## src/rtl/nibble_pack_pkg.sv

```systemverilog
// Shared types and constants for the two-requester nibble packer.
package nibble_pack_pkg;

  localparam int unsigned NIB_W_DEF = 4;

  localparam logic SRC_A = 1'b0;
  localparam logic SRC_C = 1'b1;

  typedef enum logic [1:0] {
    StIdle,
    StGetHi,
    StGetLo,
    StOut
  } state_e;

endpackage

```

## src/rtl/rr_arb2.sv

```systemverilog
// Two-way round-robin picker; on a tie the source that did not win last time is chosen.
module rr_arb2
  import nibble_pack_pkg::*;
(
  input  logic [1:0] req_i,
  input  logic       last_i,
  output logic       gnt_o
);

  always_comb begin
    gnt_o = SRC_A;
    unique case (req_i)
      2'b01:   gnt_o = SRC_A;
      2'b10:   gnt_o = SRC_C;
      2'b11:   gnt_o = ~last_i;
      default: gnt_o = SRC_A;
    endcase
  end

endmodule

```

## src/rtl/nibble_pack_arb.sv

```systemverilog
// Arbitrates requesters A and C onto one nibble-pair-to-byte path with a valid/ready output.
module nibble_pack_arb
  import nibble_pack_pkg::*;
#(
  parameter int unsigned NIB_W = NIB_W_DEF,
  parameter int unsigned CNT_W = 8
) (
  input  logic               clk,
  input  logic               rst,
  input  logic               a_valid,
  input  logic [NIB_W-1:0]   a_nib,
  output logic               a_ready,
  input  logic               c_valid,
  input  logic [NIB_W-1:0]   c_nib,
  output logic               c_ready,
  output logic               out_valid,
  output logic [2*NIB_W-1:0] out_byte,
  output logic               out_src,
  input  logic               out_ready,
  output logic               busy,
  output logic [CNT_W-1:0]   cnt_a,
  output logic [CNT_W-1:0]   cnt_c
);

  state_e             state_q, state_d;
  logic               grant_q, grant_d;
  logic               last_q, last_d;
  logic [NIB_W-1:0]   hi_q, hi_d;
  logic [NIB_W-1:0]   lo_q, lo_d;
  logic [CNT_W-1:0]   cnt_a_q, cnt_a_d;
  logic [CNT_W-1:0]   cnt_c_q, cnt_c_d;
  logic               pick;
  logic               sel_valid;
  logic [NIB_W-1:0]   sel_nib;

  rr_arb2 u_rr_arb2 (
    .req_i  ({c_valid, a_valid}),
    .last_i (last_q),
    .gnt_o  (pick)
  );

  // Only the granted source is ever looked at once a byte is in progress.
  assign sel_valid = (grant_q == SRC_C) ? c_valid : a_valid;
  assign sel_nib   = (grant_q == SRC_C) ? c_nib : a_nib;

  always_comb begin
    state_d   = state_q;
    grant_d   = grant_q;
    last_d    = last_q;
    hi_d      = hi_q;
    lo_d      = lo_q;
    cnt_a_d   = cnt_a_q;
    cnt_c_d   = cnt_c_q;
    a_ready   = 1'b0;
    c_ready   = 1'b0;
    out_valid = 1'b0;
    unique case (state_q)
      StIdle: begin
        if (a_valid || c_valid) begin
          grant_d = pick;
          state_d = StGetHi;
        end
      end
      StGetHi: begin
        a_ready = (grant_q == SRC_A);
        c_ready = (grant_q == SRC_C);
        if (sel_valid) begin
          hi_d    = sel_nib;
          state_d = StGetLo;
        end
      end
      StGetLo: begin
        a_ready = (grant_q == SRC_A);
        c_ready = (grant_q == SRC_C);
        if (sel_valid) begin
          lo_d    = sel_nib;
          state_d = StOut;
        end
      end
      StOut: begin
        out_valid = 1'b1;
        if (out_ready) begin
          last_d = grant_q;
          if (grant_q == SRC_A) begin
            cnt_a_d = cnt_a_q + CNT_W'(1);
          end else begin
            cnt_c_d = cnt_c_q + CNT_W'(1);
          end
          state_d = StIdle;
        end
      end
      default: state_d = StIdle;
    endcase
  end

  always_ff @(posedge clk) begin
    if (rst) begin
      state_q <= StIdle;
      grant_q <= SRC_A;
      last_q  <= SRC_C;
      hi_q    <= '0;
      lo_q    <= '0;
      cnt_a_q <= '0;
      cnt_c_q <= '0;
    end else begin
      state_q <= state_d;
      grant_q <= grant_d;
      last_q  <= last_d;
      hi_q    <= hi_d;
      lo_q    <= lo_d;
      cnt_a_q <= cnt_a_d;
      cnt_c_q <= cnt_c_d;
    end
  end

  assign out_byte = {hi_q, lo_q};
  assign out_src  = grant_q;
  assign busy     = (state_q != StIdle);
  assign cnt_a    = cnt_a_q;
  assign cnt_c    = cnt_c_q;

endmodule

```

## config.mk

```make
export PLATFORM = sky130hd
export DESIGN_NAME = nibble_pack_arb
export DESIGN_NICKNAME = d
export VERILOG_FILES = /design/src/rtl/nibble_pack_pkg.sv /design/src/rtl/rr_arb2.sv /design/src/rtl/nibble_pack_arb.sv
export SDC_FILE = /design/constraint.sdc
export NUM_CORES = 1
export LEC_CHECK = 0
export CAP_MARGIN = 20
export CORE_MARGIN = 10
export CORE_UTILIZATION = 48
export CTS_BUF_LIST = sky130_fd_sc_hd__clkbuf_8
export DETAILED_ROUTE_END_ITERATION = 7
export HOLD_SLACK_MARGIN = 0.03
export PLACE_DENSITY = 0.82
export SYNTH_ARGS = -nofsm -noshare
export SYNTH_HDL_FRONTEND = slang
export SYNTH_SLANG_ARGS = --single-unit
```

## constraint.sdc

```tcl
create_clock -name clk -period 2.65 [get_ports clk]
set_clock_uncertainty 0.05 [all_clocks]
set_input_delay 0.53 -clock clk [delete_from_list [all_inputs] [get_ports clk]]
set_output_delay 0.53 -clock clk [all_outputs]
set_load 0.02 [all_outputs]
```

==> impl_metrics.tcl, run 1 <==
set metrics [dict create \
    status "finished, final reports clean" \
    core-area_um2 2758 \
    yosysSeqAreaShare_pct 40.80 \
    cts_root_buf "clkbuf_8" \
    p_per_area_nw_per_um2 642.8 \
    diodes 0 \
    clkTransAtPathRegs_ns 0.09 \
    routed.top_layer "met4" \
    placed_cells 226 \
    vdd.ir_drop.worst_v 0.0006052 \
    vias 1291 \
    async_reset_ff_share_pct 0 \
    hpwl_um 2814 \
    synthFlopType "dfxtp_1" \
    end_kind "primary output" \
    period_needed_ns 2.418 \
    criticalPathCategory "reg2out" \
    crit_required_ns 2.07 \
    cts_tree "done" \
    area_growth_pct 35.88 \
    hold_class "reg2reg" \
    setup_viol 0 \
    wl_um 3523 \
    relSlewSlack_pct 53.38 \
    stdcell_count 230 \
    ctsHoldBuffers 0 \
    netlist_area_um2 1374 \
    antenna_found_initial 0 \
    die_w_um 73.50 \
    dr.pass1.iters 5 \
    grt_pass1_wl_um 5823 \
    path_buf_inv 2 \
    grt-ovfl-total 0 \
    place_congestion 0.8178 \
    first_global_vias 1243 \
    final_hold_viol_count 0 \
    power_uw 1200 \
    rows 19 \
    drt-met1-wl_um 1472 \
    avgSynthCellArea_um2 8.695 \
    h-tree-depth 1 \
    fin_crit_sh_pct 91.24 \
    synth.net_count 178 \
    synth_edf_count 0 \
    cts-buffers-inserted 3 \
    synthCells 158 \
    crit_family "buffers and inverters" \
    tightest_slew_ns 0.6971 \
    leakage_uw 0.0006765 \
    cp_max_fo 4 \
    track_usage_pct 13.04 \
    finalSetupTns_ns 0 \
    ys_types 28 \
    io_buffers 41 \
    drt_iter0_markers 125 \
    wl_per_cell_um 15.32 \
    viasPerCell 5.613 \
    start_util_pct 49.82 \
    ioPinCount 42 \
    rsz0062_at_grt "no" \
    report.final.slew_viol_count 0 \
    die_area_um2 5402 \
    fmax_mhz 413.6 \
    drive_gt1_share_pct 7.035 \
    clk_latency_ns 0.27 \
    synth-seq-cells 28 \
    cts.sinks 28 \
    dieHeight_um 73.50 \
    maxCapViolCount 0 \
    slowest_delay_ns 0.62 \
    cp_data_arrival_time_ns 1.84 \
    route.detailed.drc 0 \
    cts_setup_buffers 0 \
    fin_nets 220 \
    yosys_warnings 0 \
    path_cells "inv_1 -> ha_1 -> nor2b_1 -> clkdlybuf4s50_1" \
    wl_met3_um 222 \
    start_kind "register" \
    wl_met2_um 1812 \
    cts.path.max_buffers 2 \
    cp_slowest_cell "clkdlybuf4s50_1" \
    grt_max_degree 23 \
    cts_resized 0 \
    nFillCells 227 \
    ant_nets 0 \
]
## power breakdown
group | switching [uW] | internal [uW]
logic | 231 | 209
registers | 39.5 | 464
clock network | 124 | 133
total | 394 | 806
## cells in the final DEF (no fill, tap or decap), types with 5 or more instances in the layout
cell | synthesis | final
mux2_2 | 7 | 7
nand2_1 | 9 | 9
clkdlybuf4s50_1 | 0 | 41
a21oi_1 | 16 | 16
ha_1 | 7 | 7
nor3_1 | 16 | 16
nand3_1 | 7 | 7
dfxtp_1 | 28 | 28
mux2i_1 | 5 | 5
nor2_1 | 10 | 10
inv_1 | 8 | 8
## worst reg2reg max path, stage by stage, from the launching register on
cell and delay [ns]:
dfxtp_1 0.42, ha_1 0.39, nand4b_1 0.27, or4_1 0.55, a21oi_1 0.16
## cell type report
cell class	instances	area (um^2)	area share [%]
multi-input cells	116	757.0	40.55
flip-flops and latches	28	560.5	30.03
repair buffers	43	425.4	22.79
clock buffers	4	55.05	2.949
well taps	31	38.79	2.078
inverters	8	30.03	1.609
## state kept, by name, indices dropped and copies added, names as in the netlist
signal / count
state_q: 2
out_src: 1
cnt_a: 8
cnt_c: 8
last_q: 1
lo_q: 4
hi_q: 4
## Yosys cell counts (3+ instances only)
cell | instances | area, um^2
buf_2 | 3 | 15.01
nor2_1 | 10 | 37.54
nand3_1 | 7 | 35.03
or3_1 | 4 | 25.02
dfxtp_1 | 28 | 560.5
xor2_1 | 4 | 35.03
inv_1 | 8 | 30.03
mux2i_1 | 5 | 50.05
nor3_1 | 16 | 80.08
nand2b_1 | 3 | 18.77
ha_1 | 7 | 87.58
nor2b_1 | 3 | 18.77
mux2_2 | 7 | 78.83
nand2_1 | 9 | 33.78
or4_1 | 4 | 30.03
o31ai_1 | 4 | 30.03
o21ai_0 | 4 | 20.02
a21oi_1 | 16 | 80.08
clkbuf_1 | 3 | 11.26
## metrics by stage
step	setup slack, ns	hold WS, ns	cell area, um^2	utilization, %
2_1_floorplan	0.8405	0.3908	1374	-
5_1_grt	0.1052	0.4689	1867	67.70
3_3_place_gp	0.4745	0.4190	1812	65.70
4_1_cts	0.2254	0.4444	1867	67.70
6_report	0.2320	0.4420	1867	67.70
3_5_place_dp	0.4244	0.4317	1812	65.70
## worst paths after layout
path | startpoint | end | slack (ns) | cells past startpoint
setup / recovery | state_q[0]$_SDFFE_PP0P_ | a_ready | 0.23 | 4
hold / removal | cnt_a[7]$_SDFFE_PP0P_ | cnt_a[7]$_SDFFE_PP0P_ | 0.44 | 2
setup reg to reg | state_q[1]$_SDFFE_PP0P_ | cnt_a[5]$_SDFFE_PP0P_ | 0.73 | 4
hold reg to reg | cnt_a[7]$_SDFFE_PP0P_ | cnt_a[7]$_SDFFE_PP0P_ | 0.44 | 2
## logic make-up after synthesis
group           Yosys count  share of synthesized area [%]
mux                      12                          9.381
xor+xnor                  4                          2.550
buf+inv                  14                          4.098
flops                    28                          40.80
simple gates             66                          25.41
compound gates           27                          11.39
fa+ha+maj                 7                          6.375
## per-layer routing
layer | track usage, % | up-vias
met5 | 0 | -
met4 | 2.277 | 0
li1 | - | 647
met1 | 15.34 | 611
met3 | 4.172 | 2
met2 | 22.63 | 31
Note: power is estimated with default switching activity, not from simulation.
==> inputs of run 2 (changes only) <==
Settings changed: ABC_CLOCK_PERIOD_IN_PS set to 2650.
==> results of run 2 <==
No change in the layout: final DEF, timing and power equal those of run 1.
